[config.mk]
export PLATFORM = sky130hd
export DESIGN_NAME = seq_mult4
export DESIGN_NICKNAME = d
export VERILOG_FILES = /design/src/rtl/seq_mult4.sv
export SDC_FILE = /design/constraint.sdc
export NUM_CORES = 1
export LEC_CHECK = 0
export BUFFER_PORTS_ARGS = -buffer_cell sky130_fd_sc_hd__buf_2
export CAP_MARGIN = 20
export CORE_AREA = 3 3 59 61
export CTS_CLUSTER_SIZE = 14
export DETAILED_ROUTE_END_ITERATION = 12
export DIE_AREA = 0 0 62 64
export GPL_TIMING_DRIVEN = 1
export HOLD_SLACK_MARGIN = 0.06
export PLACE_DENSITY = 0.67
export SLEW_MARGIN = 0
export SYNTH_ARGS = -nofsm -noshare
export SYNTH_HDL_FRONTEND = slang
export SYNTH_SLANG_ARGS = --single-unit
export TNS_END_PERCENT = 10
[constraint.sdc]
create_clock -name clk -period 5.7 [get_ports clk]
set_input_delay 1.14 -clock clk [delete_from_list [all_inputs] [get_ports clk]]
set_output_delay 1.14 -clock clk [all_outputs]
set_load 0.02 [all_outputs]
[src/rtl/seq_mult4.sv]
// Sequential 4x4 unsigned shift-add multiplier that reuses one bit4_RCA as its partial-product adder.
// Define SEQ_MULT4_EARLY_EXIT_EN to finish as soon as the remaining multiplier bits are all zero.

module bit4_RCA (
  input  logic [3:0] A,
  input  logic [3:0] B,
  input  logic       Cin,
  output logic [3:0] Sum,
  output logic       Cout
);
  logic carry;

  // A scalar carry threads through the loop, so the chain is a plain ripple with no self-dependent vector.
  always_comb begin
    Sum   = 4'b0000;
    carry = Cin;
    for (int i = 0; i < 4; i++) begin
      Sum[i] = A[i] ^ B[i] ^ carry;
      carry  = (A[i] & B[i]) | (carry & (A[i] ^ B[i]));
    end
    Cout = carry;
  end
endmodule

module seq_mult4 (
  input  logic       clk,
  input  logic       rst_n,
  input  logic       start,
  input  logic [3:0] a,
  input  logic [3:0] b,
  output logic       busy,
  output logic       done,
  output logic [7:0] product
);
  typedef enum logic [1:0] {IDLE, RUN, DONE} state_t;

  state_t     state_reg, state_next;
  logic [3:0] mcand_reg, mcand_next;
  logic [3:0] hi_reg, hi_next;
  logic [3:0] lo_reg, lo_next;
  logic [2:0] cnt_reg, cnt_next;
  logic [7:0] product_reg, product_next;

  logic [3:0] add_b;
  logic [3:0] sum;
  logic       cout;
  logic [7:0] step_val;
  logic       last_step;
  logic [7:0] aligned;

  assign add_b = lo_reg[0] ? mcand_reg : 4'b0000;

  bit4_RCA u_add (
    .A    (hi_reg),
    .B    (add_b),
    .Cin  (1'b0),
    .Sum  (sum),
    .Cout (cout)
  );

  // The adder carry becomes the new top bit, so the whole pair shifts right by one each step.
  assign step_val = {cout, sum, lo_reg[3:1]};

`ifdef SEQ_MULT4_EARLY_EXIT_EN
  // Unconsumed multiplier bits sit in lo[2-cnt:0] after this step; once they are zero, finish the shifts at once.
  assign last_step = ((lo_reg[3:1] & (3'b111 >> cnt_reg)) == 3'b000);
  assign aligned   = step_val >> (3'd3 - cnt_reg);
`else
  assign last_step = (cnt_reg == 3'd3);
  assign aligned   = step_val;
`endif

  always_comb begin
    state_next   = state_reg;
    mcand_next   = mcand_reg;
    hi_next      = hi_reg;
    lo_next      = lo_reg;
    cnt_next     = cnt_reg;
    product_next = product_reg;
    case (state_reg)
      IDLE, DONE: begin
        state_next = IDLE;
        if (start) begin
          mcand_next = a;
          lo_next    = b;
          hi_next    = 4'b0000;
          cnt_next   = 3'd0;
          state_next = RUN;
`ifdef SEQ_MULT4_EARLY_EXIT_EN
          if (b == 4'b0000) begin
            product_next = 8'h00;
            state_next   = DONE;
          end
`endif
        end
      end
      RUN: begin
        hi_next  = step_val[7:4];
        lo_next  = step_val[3:0];
        cnt_next = cnt_reg + 3'd1;
        if (last_step) begin
          product_next = aligned;
          state_next   = DONE;
        end
      end
      default: state_next = IDLE;
    endcase
  end

  always_ff @(posedge clk or negedge rst_n) begin
    if (!rst_n) begin
      state_reg   <= IDLE;
      mcand_reg   <= 4'b0000;
      hi_reg      <= 4'b0000;
      lo_reg      <= 4'b0000;
      cnt_reg     <= 3'd0;
      product_reg <= 8'h00;
    end else begin
      state_reg   <= state_next;
      mcand_reg   <= mcand_next;
      hi_reg      <= hi_next;
      lo_reg      <= lo_next;
      cnt_reg     <= cnt_next;
      product_reg <= product_next;
    end
  end

  assign busy    = (state_reg == RUN);
  assign done    = (state_reg == DONE);
  assign product = product_reg;
endmodule

Word-level counts from Yosys, hierarchy flattened:

Index checks and enable logic that the tools add are counted.

* input port bits: 11
* register bits after elaboration: 25
* output and inout bits: 10

* bitwise logic cells: 17
* reduce and logical (&&, ||, !) cells: 6
* equality and inequality tests: 5
* multiplexer cells: 10
* add/subtract/negate cells: 1

Operators with widths (count)
* 4-bit one-hot mux with 2 select lines: 2
* 4-bit 2-to-1 mux: 3
* 1-bit bitwise AND: 7
* 1-bit XOR: 7
* 3-bit one-hot mux with 2 select lines: 1
* 2-bit AND reduction: 3
* 2-bit one-hot mux with 2 select lines: 1
* 3-bit by 1-bit adder with 3-bit output (second input constant): 1
* 3-bit by 2-bit == test with 1-bit output (second input constant): 1
* 3-bit 2-to-1 mux: 1
* 1-bit bitwise OR: 3
* 2-bit by 1-bit == test with 1-bit output (second input constant): 1
* 2-bit == test (second input constant): 1
* 2-bit logical NOT: 1
* 2-bit 2-to-1 mux: 1
* 2-bit by 1-bit inequality test with 1-bit output (second input constant): 1
* 2-bit inequality test (second input constant): 1
* 2-bit nonzero test: 1
* 2-bit OR reduction: 1
* 1-bit 2-to-1 mux: 1

Longest topological paths before layout:

* depth in word-level cells: 9
* depth in mapped cells: 10

By module:

Synthesis repeated with hierarchy kept, for this count alone.

* cell total of the unflattened synthesis: 107
* area, all modules: 1276.2 µm²

Modules (own cells, without submodules)
* seq_mult4: cells each 93, instances 1, area each 1158.6 µm²
* bit4_RCA: cells each 14, instances 1, area each 117.6 µm²

Worst setup path after synthesis:

Ideal clock, no wire load.

* path kind: reg2reg
* start: reg lo_reg[0]
* end: reg hi_reg[2]
* arrival: 2.018 ns
* path slack: 3.561 ns
* path buffers: 0
* stages on the path, launching flop included: 11
* library setup time: 0.121 ns
* cells stage by stage: dfrtp_1 -> and2_1 -> ha_1 -> inv_1 -> fa_1 -> inv_1 -> fa_1 -> inv_1 -> fa_1 -> o21ai_0 -> a22o_1

* word-level cells in the longest chain between the ends: 8
* elaborated cells between the ends (all ways): 13

RTL lines
* start, declared: RTL line 40 `logic [3:0] lo_reg, lo_next;`
* start signal, assigned: RTL line 122 `lo_reg <= lo_next;`
* 4-bit 2-to-1 mux (*): RTL line 51 `assign add_b = lo_reg[0] ? mcand_reg : 4'b0000;`
* 1-bit bitwise AND / 1-bit XOR (equally long branches): RTL line 19 `carry = (A[i] & B[i]) | (carry & (A[i] ^ B[i]));`
* 1-bit bitwise AND: RTL line 19
* 1-bit bitwise OR: RTL line 19
* 1-bit bitwise AND: RTL line 19
* 1-bit bitwise OR: RTL line 19
* 1-bit XOR (*): RTL line 18 `Sum[i] = A[i] ^ B[i] ^ carry;`
* 4-bit one-hot mux with 2 select lines (*): RTL line 80 `case (state_reg)`
* end signal, assigned: RTL line 121 `hi_reg <= hi_next;`
* end, declared: RTL line 39 `logic [3:0] hi_reg, hi_next;`

Every way passes the cells marked *; elsewhere a longest branch is shown, timed or not.
A chain may end at the register's enable or synchronous reset.

Worst setup path after layout:

* start: reg state_reg[1]
* end: out busy

* word-level cells in the longest chain between the ends: 1

RTL lines
* start, declared: RTL line 37 `state_t state_reg, state_next;`
* start signal, assigned: RTL line 119 `state_reg <= state_next;`
* 2-bit by 1-bit == test with 1-bit output: RTL line 128 `assign busy = (state_reg == RUN);`
* end, declared: RTL line 31 `output logic busy,`

Every way passes these cells.

==> flow_summary.json <==
{
  "hpwl_um": 1600,
  "core.rowCount": 20,
  "synth.largest_area_cell": "dfrtp_1",
  "cts_sinks": 25,
  "ant_nets": 0,
  "fmaxAchievable_ghz": 0.378,
  "cts_buffers": 3,
  "synth_cell_type_count": 26,
  "fin_ws_ns": 3.06,
  "clock-root-buffer": "clkbuf_4",
  "area_growth_pct": 13.3,
  "hold_buffers": 0,
  "relSlewSlack": 0.633,
  "wl_per_cell_um": 13.3,
  "grt-ovfl-total": 0,
  "antennaDiodeCount": 0,
  "fin_nets": 136,
  "die_h_um": 64,
  "portBuffers": 20,
  "post_cts_resized": 0,
  "p_clk_frac": 0.113,
  "worstMarginPinSlew_ns": 0.549,
  "die_w_um": 62,
  "cts_tree": "yes",
  "cp-startpoint": "state_reg[1]",
  "drt_pass1_iterations": 4,
  "syn_nets": 115,
  "finClkSkew_ns": 0.0190,
  "seqPwrFrac": 0.441,
  "post-place-ws_ns": 3.40,
  "period_minus_slack_ns": 2.64,
  "report.final.slew_viol_count": 0,
  "critical_path_required_ns": 4.56,
  "ios": 21,
  "clk_pin_slew_worst_paths_ns": 0.15,
  "critPathKind": "reg -> out",
  "report.final.hold_viol_count": 0,
  "start_util": 0.394,
  "p_leak_nw": 0.640,
  "cp-endpoint": "busy",
  "powerDensity_mw_per_mm2": 553,
  "grt_usage": 0.125,
  "worstSkewPairLatency_ns": 0.34,
  "core_sq_mm": 0.00303,
  "r2r_cells": 10,
  "ff2ff_setup_slack_ns": 3.40,
  "endpoint_kind": "primary output",
  "drive_gt1_frac": 0.271,
  "reg2reg_to": "hi_reg[2]",
  "worstHoldPathType": "reg -> reg",
  "swShare": 0.396,
  "dp_cells": 158,
  "grt_pass1_vias": 781,
  "yosysWarnings": 0,
  "drv_cap": 0,
  "period_share": 0.464,
  "rsz0062_at_grt": "no",
  "grt_pass1_wl_um": 3570,
  "ys_top_cells_by_area": "dfrtp_1 (52%), a22o_1 (5.1%), fa_1 (5.0%)",
  "p_int_uw": 452,
  "routed_wl_um": 2150,
  "regToRegStartpoint": "lo_reg[0]",
  "synth_top_area_frac": 0.524,
  "num_vias": 781,
  "hold_slack_ns": 0.496,
  "finalWeightedCongestion": 0.746,
  "viasPerCell": 4.82,
  "setup_violations": 0,
  "drc_errors": 0,
  "largest_register_ffs": 8,
  "cts_setup_buffers": 0,
  "status": "complete, no violations",
  "fin_util": 0.447,
  "cp_data_arrival_time_ns": 1.50,
  "p_comb_frac": 0.446,
  "initialDrtViolationCount": 23,
  "startpoint_type": "flop",
  "syn_area_sq_mm": 0.00119,
  "cp_max_fo": 14,
  "avgSynthCellArea_sq_um": 12.2,
  "die-area_sq_mm": 0.00397,
  "synth_seq_cells": 25,
  "htreeDepth": 1,
  "grt_max_degree": 26,
  "antenna_found_initial": 0,
  "stdcell_count": 162,
  "nFillCells": 294,
  "ys_seq_area_frac": 0.524,
  "clock_path_buffers": 2,
  "ir_drop_v": 0.000139,
  "p_sw_uw": 297,
  "tns_ns": 0,
  "netlist_instances": 98
}
## stage by stage
step                      instance area [sq um]  total power [mW]
after CTS                                  1350             0.760
final                                      1350             0.749
after floorplan                            1190             0.579
after global placement                     1320             0.657
after detailed placement                   1320             0.675
after global routing                       1350             0.816
## critical path, stage by stage (launching register included)
cell and delay (ns):
dfrtp_1 0.59, nand2b_1 0.29, inv_2 0.12, buf_2 0.17
## final cells by class
class | instances | area, sq um | share of cell area
Multi-Input combinational cell | 61 | 512 | 0.378
Clock buffer | 3 | 22.5 | 0.0167
Clock inverter | 1 | 7.51 | 0.00555
Tap cell | 44 | 55.1 | 0.0407
Inverter | 8 | 30.0 | 0.0222
Timing Repair Buffer | 20 | 100 | 0.0740
Sequential cell | 25 | 626 | 0.463
## Yosys cell counts
cell type	number
o21ai_1	3
fa_1	3
mux2_2	3
a21o_1	1
buf_6	1
mux2_4	3
mux2_1	4
a211oi_1	3
a22o_1	7
nand2_1	8
and2_1	2
o21ai_0	3
nand2b_1	1
inv_1	7
a21oi_1	3
nand3b_2	1
nor2_1	2
inv_2	1
mux2i_1	3
nor2b_1	5
xnor2_1	1
o2bb2ai_1	1
ha_1	3
dfrtp_1	25
buf_2	3
o21bai_1	1
## cells in the final DEF (no fill, tap or decap)
cell type	count
dfrtp_1	25
buf_2	20
nand2_1	8
inv_1	7
a22o_1	7
nor2b_1	5
mux2_1	4
mux2_4	3
o21ai_0	3
mux2i_1	3
a211oi_1	3
a21oi_1	3
o21ai_1	3
mux2_2	3
fa_1	3
ha_1	3
clkbuf_4	3
and2_1	2
nor2_1	2
nand2b_1	1
inv_2	1
nand3b_2	1
o2bb2ai_1	1
a21o_1	1
o21bai_1	1
xnor2_1	1
clkinvlp_4	1
## power by group through the flow
stage	Combinational (mW)	Clock (mW)	Sequential [mW]
floorplan	0.242	0	0.338
global placement	0.326	0	0.331
detailed placement	0.340	0	0.335
CTS	0.342	0.0874	0.331
global route	0.376	0.0958	0.345
finish	0.334	0.0846	0.330
## cell families after synthesis
logic type	count (synthesis)	share of synthesized area
adder cells (fa/ha/maj)	6	0.0818
AO/OA/AOI/OAI	22	0.128
multiplexers	13	0.129
buffers and inverters	12	0.0472
AND/OR/NAND/NOR	19	0.0828
flip-flops	25	0.524
XOR/XNOR	1	0.00734
## worst min-delay path by stage
stage,slack (ns),endpoint,cells past startpoint,from
after global placement,0.46,product[6],2,product[6]
after global routing,0.53,mcand_reg[0],1,mcand_reg[0]
after CTS,0.50,product[6],2,product[6]
after floorplan,0.45,mcand_reg[0],1,mcand_reg[0]
final,0.50,product[7],2,product[7]
after detailed placement,0.47,product[6],2,product[6]
## routing by layer
metal,track usage,share of wire,vias up
met5,0,0,-
met4,0.0796,0.029,0
met3,0.0121,0.019,5
met2,0.203,0.50,13
met1,0.151,0.45,386
li1,-,-,377
No activity file was read; power rests on OpenSTA's default activity.
